### src/rtl/conv_layer_ctrl.sv
// Convolution-layer sequencer: walks oc/oy/ox-pair/tap space and drives the BRAM reads, MAC enables and write-back.
// Reads issue 1 cycle ahead of mac_en; w_rd_vld low freezes tap issue; start is edge-triggered.
module conv_layer_ctrl #(
    parameter int K      = 5,
    parameter int IN_W   = 32,
    parameter int IN_H   = 32,
    parameter int IN_CH  = 1,
    parameter int OUT_CH = 6,
    parameter int FM_AW  = 12,
    parameter int W_AW   = 12,
    parameter int B_AW   = 7,
    parameter int O_AW   = 12
) (
    input  logic             clk,
    input  logic             rst,
    input  logic             start,
    input  logic             w_rd_vld,
    output logic             busy,
    output logic             done,
    output logic             bias_en,
    output logic [B_AW-1:0]  bias_addr,
    output logic             w_en,
    output logic [W_AW-1:0]  w_addr,
    output logic             fm_ena,
    output logic             fm_enb,
    output logic [FM_AW-1:0] fm_addra,
    output logic [FM_AW-1:0] fm_addrb,
    output logic             mac_clr,
    output logic             mac_en,
    output logic             acc_last,
    output logic             out_we,
    output logic [O_AW-1:0]  out_addr
);
    localparam int OUT_W = IN_W - K + 1;
    localparam int OUT_H = IN_H - K + 1;
    localparam int T     = K * K * IN_CH;
    localparam int CW    = 16;

    typedef logic [CW-1:0] cnt_t;

    localparam cnt_t K_MAX  = cnt_t'(K - 1);
    localparam cnt_t IC_MAX = cnt_t'(IN_CH - 1);
    localparam cnt_t OX_MAX = cnt_t'(OUT_W - 2);
    localparam cnt_t OY_MAX = cnt_t'(OUT_H - 1);
    localparam cnt_t OC_MAX = cnt_t'(OUT_CH - 1);
    localparam logic [FM_AW-1:0] FM_ROW   = FM_AW'(IN_W);
    localparam logic [FM_AW-1:0] FM_PLANE = FM_AW'(IN_H * IN_W);
    localparam logic [W_AW-1:0]  W_OC     = W_AW'(T);

    typedef enum logic [2:0] {S_IDLE, S_BIAS, S_TAP, S_WAIT, S_WR, S_DONE} state_t;

    state_t state, state_nxt;
    logic   start_d;
    cnt_t   oc, oy, ox, ic, ky, kx;
    logic [W_AW-1:0]  w_base, w_a, w_base_nxt;
    logic [FM_AW-1:0] fm_a, fm_b, fm_row, fm_ch, pos, pos_row;
    logic [FM_AW-1:0] pos_nxt, pos_row_nxt, fm_row_tap, fm_ch_tap;
    logic [O_AW-1:0]  o_addr;
    logic mac_en_q, mac_clr_q, acc_last_q;

    logic start_edge, issue;
    logic last_kx, last_ky, last_ic, first_tap, last_tap;
    logic last_ox, last_oy, last_oc, oc_end, layer_end;

    assign start_edge = start & ~start_d;
    assign issue      = (state == S_TAP) & w_rd_vld;
    assign last_kx    = (kx == K_MAX);
    assign last_ky    = (ky == K_MAX);
    assign last_ic    = (ic == IC_MAX);
    assign first_tap  = (kx == '0) & (ky == '0) & (ic == '0);
    assign last_tap   = last_kx & last_ky & last_ic;
    assign last_ox    = (ox == OX_MAX);
    assign last_oy    = (oy == OY_MAX);
    assign last_oc    = (oc == OC_MAX);
    assign oc_end     = last_ox & last_oy;
    assign layer_end  = oc_end & last_oc;

    assign fm_row_tap = fm_row + FM_ROW;
    assign fm_ch_tap  = fm_ch + FM_PLANE;

    // Window origin and weight base for the pair that follows the current WR.
    always_comb begin
        pos_row_nxt = pos_row;
        pos_nxt     = pos + FM_AW'(2);
        w_base_nxt  = w_base;
        if (last_ox) begin
            if (last_oy) begin
                pos_row_nxt = '0;
                pos_nxt     = '0;
                w_base_nxt  = last_oc ? '0 : w_base + W_OC;
            end else begin
                pos_row_nxt = pos_row + FM_ROW;
                pos_nxt     = pos_row + FM_ROW;
            end
        end
    end

    always_ff @(posedge clk) begin
        if (rst) state <= S_IDLE;
        else     state <= state_nxt;
    end

    always_comb begin
        state_nxt = state;
        busy      = (state != S_IDLE);
        done      = 1'b0;
        bias_en   = 1'b0;
        out_we    = 1'b0;
        w_en      = issue;
        fm_ena    = issue;
        fm_enb    = issue;
        case (state)
            S_IDLE: if (start_edge) state_nxt = S_BIAS;
            S_BIAS: begin
                bias_en   = 1'b1;
                state_nxt = S_TAP;
            end
            S_TAP:  if (issue && last_tap) state_nxt = S_WAIT;
            S_WAIT: state_nxt = S_WR;
            S_WR: begin
                out_we = 1'b1;
                if (layer_end)   state_nxt = S_DONE;
                else if (oc_end) state_nxt = S_BIAS;
                else             state_nxt = S_TAP;
            end
            S_DONE: begin
                done      = 1'b1;
                state_nxt = S_IDLE;
            end
            default: state_nxt = S_IDLE;
        endcase
    end

    always_ff @(posedge clk) begin
        if (rst) begin
            start_d <= 1'b0;
            {oc, oy, ox, ic, ky, kx} <= '0;
            w_base <= '0;  w_a <= '0;
            fm_a <= '0;  fm_b <= '0;  fm_row <= '0;  fm_ch <= '0;
            pos <= '0;  pos_row <= '0;  o_addr <= '0;
            mac_en_q <= 1'b0;  mac_clr_q <= 1'b0;  acc_last_q <= 1'b0;
        end else begin
            start_d    <= start;
            mac_en_q   <= issue;
            mac_clr_q  <= issue & first_tap;
            acc_last_q <= issue & last_tap;
            case (state)
                S_IDLE: if (start_edge) begin
                    {oc, oy, ox, ic, ky, kx} <= '0;
                    w_base <= '0;  w_a <= '0;
                    fm_a <= '0;  fm_b <= FM_AW'(1);  fm_row <= '0;  fm_ch <= '0;
                    pos <= '0;  pos_row <= '0;  o_addr <= '0;
                end
                S_TAP: if (w_rd_vld) begin
                    w_a <= w_a + W_AW'(1);
                    if (!last_kx) begin
                        kx   <= kx + cnt_t'(1);
                        fm_a <= fm_a + FM_AW'(1);
                        fm_b <= fm_b + FM_AW'(1);
                    end else begin
                        kx <= '0;
                        if (!last_ky) begin
                            ky     <= ky + cnt_t'(1);
                            fm_row <= fm_row_tap;
                            fm_a   <= fm_row_tap;
                            fm_b   <= fm_row_tap + FM_AW'(1);
                        end else begin
                            ky <= '0;
                            if (!last_ic) begin
                                ic     <= ic + cnt_t'(1);
                                fm_ch  <= fm_ch_tap;
                                fm_row <= fm_ch_tap;
                                fm_a   <= fm_ch_tap;
                                fm_b   <= fm_ch_tap + FM_AW'(1);
                            end else begin
                                ic <= '0;
                            end
                        end
                    end
                end
                S_WR: begin
                    o_addr <= layer_end ? '0 : o_addr + O_AW'(1);
                    ox     <= last_ox ? '0 : ox + cnt_t'(2);
                    if (last_ox) begin
                        oy <= last_oy ? '0 : oy + cnt_t'(1);
                        if (last_oy) oc <= last_oc ? '0 : oc + cnt_t'(1);
                    end
                    pos     <= pos_nxt;
                    pos_row <= pos_row_nxt;
                    w_base  <= w_base_nxt;
                    w_a     <= w_base_nxt;
                    fm_a    <= pos_nxt;
                    fm_row  <= pos_nxt;
                    fm_ch   <= pos_nxt;
                    fm_b    <= layer_end ? '0 : pos_nxt + FM_AW'(1);
                end
                default: ;
            endcase
        end
    end

    assign bias_addr = B_AW'(oc);
    assign w_addr    = w_a;
    assign fm_addra  = fm_a;
    assign fm_addrb  = fm_b;
    assign out_addr  = o_addr;
    assign mac_en    = mac_en_q;
    assign mac_clr   = mac_clr_q;
    assign acc_last  = acc_last_q;
endmodule

### config.mk
export PLATFORM = sky130hd
export DESIGN_NAME = conv_layer_ctrl
export DESIGN_NICKNAME = d
export VERILOG_FILES = /design/src/rtl/conv_layer_ctrl.sv
export SDC_FILE = /design/constraint.sdc
export NUM_CORES = 1
export LEC_CHECK = 0
export CORE_AREA = 2 2 185 114
export DETAILED_ROUTE_END_ITERATION = 10
export DIE_AREA = 0 0 187 116
export HOLD_SLACK_MARGIN = 0.05
export PLACE_DENSITY = 0.9
export SLEW_MARGIN = 20
export SYNTH_ARGS = -nofsm -noshare
export SYNTH_HDL_FRONTEND = slang
export SYNTH_SLANG_ARGS = --single-unit
### constraint.sdc
create_clock -name clk -period 3.8 [get_ports clk]
set_clock_uncertainty 0.2 [all_clocks]
set_input_delay 0.76 -clock clk [delete_from_list [all_inputs] [get_ports clk]]
set_output_delay 0.76 -clock clk [all_outputs]
set_load 0.05 [all_outputs]
== Yosys cells after proc, flatten, opt, wreduce, memory -nomap -nowiden ==
Index checks and enable logic that the tools add are counted.

* Word-level logic and storage cells: 152
* Register bits after elaboration: 211
* Input port bits: 4

* Bitwise gates (word level): 11
* Multiplexer cells: 63
* Eq/ne operators: 20
* Reduce and logical (&&, ||, !) cells: 20
* Add/subtract/negate cells: 18

{| class="wikitable"
|+ Operators with widths
! operator !! number
|-
| $mux 12 || 24
|-
| $mux 16 || 16
|-
| $pmux 16 s2 || 6
|-
| $pmux 12 s3 || 5
|-
| $pmux 12 s2 || 4
|-
| $add 12x1->12 const B || 7
|-
| $add 16x1->16 const B || 5
|-
| $eq 16x3->1 const B || 3
|-
| $logic_not 16->1 || 3
|-
| $eq 16x5->1 const B || 2
|-
| $add 12x6->12 const B || 2
|-
| $add 16x2->16 const B || 1
|-
| $pmux 3 s5 || 1
|-
| $ne 2x2->1 const B || 7
|-
| $add 12x11->12 const B || 1
|-
| $add 12x2->12 const B || 1
|-
| $add 12x5->12 const B || 1
|-
| $reduce_and 4->1 || 3
|-
| $and 1x1->1 || 10
|-
| $reduce_and 5->1 || 2
|-
| $mux 3 || 3
|-
| $reduce_and 3->1 || 3
|-
| $eq 3x2->1 const B || 2
|-
| $eq 3x3->1 const B || 2
|-
| other kinds (13) || 18
|}

== Logic depth before layout (Yosys ltp) ==
* Word-level depth: 7
* Mapped depth: 16
* Gate-level depth less buffers: 13

== Worst setup path after synthesis ==
OpenSTA, ideal clock, no wires.

* Kind: reg-to-reg
* From: register kx[0]
* To: register fm_b[10] (netlist: fm_addrb[10])
* Data required time: 3.463 ns
* Data arrival time: 2.978 ns
* Clock period less this slack: 3.315 ns
* Setup time: 0.137 ns
* Slack: 0.485 ns
* Stages on the path, launching flop included: 16
* Cells stage by stage: dfxtp_1 -> inv_1 -> ha_1 -> nor4b_2 -> nand4_1 -> nor2_2 -> buf_2 -> buf_2 -> buf_2 -> o21a_1 -> ha_1 -> inv_1 -> a211o_1 -> or4_1 -> nand3_1 -> a31oi_1

* Longest elaborated chain between the ends: 4

{| class="wikitable"
|+ Ends and longest elaborated chain
! what !! line !! text
|-
| start, declared || 54 || <nowiki>cnt_t oc, oy, ox, ic, ky, kx;</nowiki>
|-
| start signal, assigned || 157 || <nowiki>kx <= kx + cnt_t'(1);</nowiki>
|-
| $eq 16x3->1 (*) || 67 || <nowiki>assign last_kx = (kx == K_MAX);</nowiki>
|-
| $mux 12 || 156 || <nowiki>if (!last_kx) begin</nowiki>
|-
| $mux 12 || 154 || <nowiki>S_TAP: if (w_rd_vld) begin</nowiki>
|-
| $pmux 12 s3 || 147 || <nowiki>case (state)</nowiki>
|-
| end signal, assigned || 159 || <nowiki>fm_b <= fm_b + FM_AW'(1);</nowiki>
|-
| end signal, assigned || 166 || <nowiki>fm_b <= fm_row_tap + FM_AW'(1);</nowiki>
|-
| end signal, assigned || 174 || <nowiki>fm_b <= fm_ch_tap + FM_AW'(1);</nowiki>
|-
| end, declared || 56 || <nowiki>logic [FM_AW-1:0] fm_a, fm_b, fm_row, fm_ch, pos, pos_row;</nowiki>
|}

Mark *: on every way between the ends. The rest lies on a longest branch, timed or not. The select of a mux whose other input is x is not followed.
A chain may end at the register's enable or synchronous reset.

== Worst setup path after layout ==
* From: register state[2]
* To: output port out_we

* Longest elaborated chain between the ends: 2

{| class="wikitable"
|+ Ends and longest elaborated chain
! what !! line !! text
|-
| start, declared || 52 || <nowiki>state_t state, state_nxt;</nowiki>
|-
| start signal, assigned || 100 || <nowiki>else state <= state_nxt;</nowiki>
|-
| $eq 3x3->1 || 112 || <nowiki>case (state)</nowiki>
|-
| $mux 1 || 112 ||
|-
| end, declared || 31 || <nowiki>output logic out_we,</nowiki>
|}

No other way between the ends.

==> reports/results.txt <==
WS Path Type: reg2out
Main synth FF type: dfxtp_1
GP Congestion: 0.976
htree depth: 1
Core Util, Final: 67.3%
I/O pins: 69
WP data required: 2.84 ns
Area growth syn-to-layout: 13.1%
worst-margin pin slew: 1.13 ns
worst min-delay path class: reg2reg
largest net degree at the start of global routing: 104
GRT Util Overall: 31.2%
fin nets: 1552
number of hold violations in the final report: 0
vias per inst: 6.56
floorplan row count: 40
final slew viol count: 0
share of cells above drive strength 1: 7.01%
Cell variety after synth: 90
worst skew pair latency: 0.51 ns
Core Footprint: 0.0199 sq mm
CTS resizes: 0
Slew headroom: 25.0%
DIE HEIGHT: 116 um
port bufs: 68
Initial DRT Pass Iterations: 7
post-detail-place hpwl: 24.1 mm
Placed Cells: 1780
CTS tree: yes
Die ar.: 0.0217 sq mm
maximum vdd drop: 0.336 mV
Post-CTS Hold Buffers: 0
DRT iter0 DRCs: 1748
number of global-route vias before repair: 10912
Initial Utilization: 59.5%
Die Width: 187 um
Sink Count: 210
hold path start: fm_ch[8]
worst hold path endpoint: fm_ch[8]
max_cap viols: 0
status: completed
post-synthesis cell area: 0.0118 sq mm
Routed WL per cell: 18.9 um
ANT nets after route: 0
fmax: 270 MHz
Mean Syn Cell Area: 7.95 sq um
part of the cycle the worst path needs: 97.5%
Worst setup SP type: flop
Yosys top cell by area: dfxtp_1
CTS Root Cell: clkbuf_16
worst hold path cell count: 2
Setup TNS: 0 ns
endpoints failing setup: 0
sequential-to-total area share from yosys stat: 35.6%
Pleak: 4.59 nW
total CTS buffers: 20
Worst R2R Start: kx[3]
reg2reg setup slack: 0.34 ns
WL final: 34.3 mm
Worst-path clk slew: 0.07 ns
Tmin final: 3.70 ns
first-pass GRT wire length: 56.0 mm
initial antenna violation count: 0
asr flop ratio synth: 0%
Clock Path Buffers: 3
ranking of synthesized cells by area: dfxtp_1 36%, nor2_1 5.7%, a21oi_1 5.5%
worst hold slack: 0.279 ns
worst reg2reg endpoint: fm_addrb[8]
Cells after Synth: 1488
area share of the leading cell type in the synthesized netlist: 35.6%
residual DRC count: 0
pwr/cell area: 396 mW/mm^2
worst reg-to-reg path cell count: 11
CP Max Fanout: 14
Synth warnings: 0
via count: 11900
Design Power: 0.00530 W
unrepaired setup endpoints after global routing: no
number of flops mapped to enable cells by yosys: 0
Yosys reg bits: 210
Finished Layout Cells: 1813
Post-Syn Nets: 1511
WP data arrival: 2.74 ns
# diodes: 0
Crit. End Element: output port
Setup Buffers After CTS: 0
most frequent cells in the layout: 210 x dfxtp_1, 181 x nor2_1, 134 x nand2_1, 130 x a21oi_1, 96 x o21ai_0
grt ovf: 0
most common cell after layout, fill and taps aside: dfxtp_1
==> worst max path at each step <==
| stage | startpoint | end | depth (start not counted) |
|---|---|---|---|
| after floorplan | kx[0] | fm_addrb[10] | 15 |
| after global placement | start | oc[7] | 8 |
| after detailed placement | start | oc[7] | 8 |
| after CTS | state[2] | out_we | 5 |
| after global routing | state[2] | out_we | 5 |
| final | state[2] | out_we | 5 |
==> synthesized netlist by cell type, types with 20 or more instances <==
master / n
dfxtp_1: 210
nor2_1: 181
nand2_1: 134
a21oi_1: 131
o21ai_0: 96
nand3_1: 72
xnor2_1: 57
clkbuf_1: 48
and3_1: 47
xor2_1: 42
nor3_1: 39
nand4_1: 30
a31oi_1: 29
inv_1: 25
buf_2: 20
nor4_1: 20
==> per-layer routing <==
layer  GRT usage [%]  routed length, um  vias up
li1                -                  -     5507
met1            45.3              15200     5551
met2            46.3              13900      769
met3            8.09               4490       73
met4            7.25                633        0
met5               0                  0        -
==> stage by stage <==
step	setup slack, ns	area, sq um
2_1_floorplan	0.485	11800
3_3_place_gp	0.508	12700
3_5_place_dp	0.408	12700
4_1_cts	0.182	13400
5_1_grt	0.0361	13400
6_report	0.0964	13400
==> registers in the layout, indices dropped and copies added, names as in the netlist, 15 cells and up <==
signal and cells:
ic 16, kx 16, ky 16, oc 16
ox 15, oy 16
==> cells by family after synthesis <==
logic type | count (synthesis) | synth area share, %
fa+ha+maj | 19 | 2.01
mux | 24 | 2.16
flops | 210 | 35.6
buf+inv | 111 | 4.22
compound gates | 390 | 20.8
xor+xnor | 99 | 7.33
simple gates | 635 | 27.9
==> critical path, stage by stage (launching register included) <==
cell,delay [ns]
dfxtp_1,0.53
inv_1,0.23
or3_1,0.64
clkinv_2,0.30
buf_4,0.29
buf_4,0.24
==> power breakdown <==
part | internal [W] | switching, W | total, W | leakage (nW)
clock | 0.00120 | 0.000870 | 0.00207 | 0.321
sequential | 0.00227 | 0.000101 | 0.00237 | 1.70
combinational | 0.000270 | 0.000593 | 0.000863 | 2.57
==> area by class of cell <==
cell class | instances | area (sq um)
clock buffer | 28 | 582
clock inverter | 5 | 77.6
fill | 1574 | 6490
inverter | 26 | 98.8
multi-input combinational | 1167 | 7120
sequential | 210 | 4200
tap | 273 | 342
timing repair buffer | 104 | 946
Note: power is estimated with default switching activity, not from simulation.
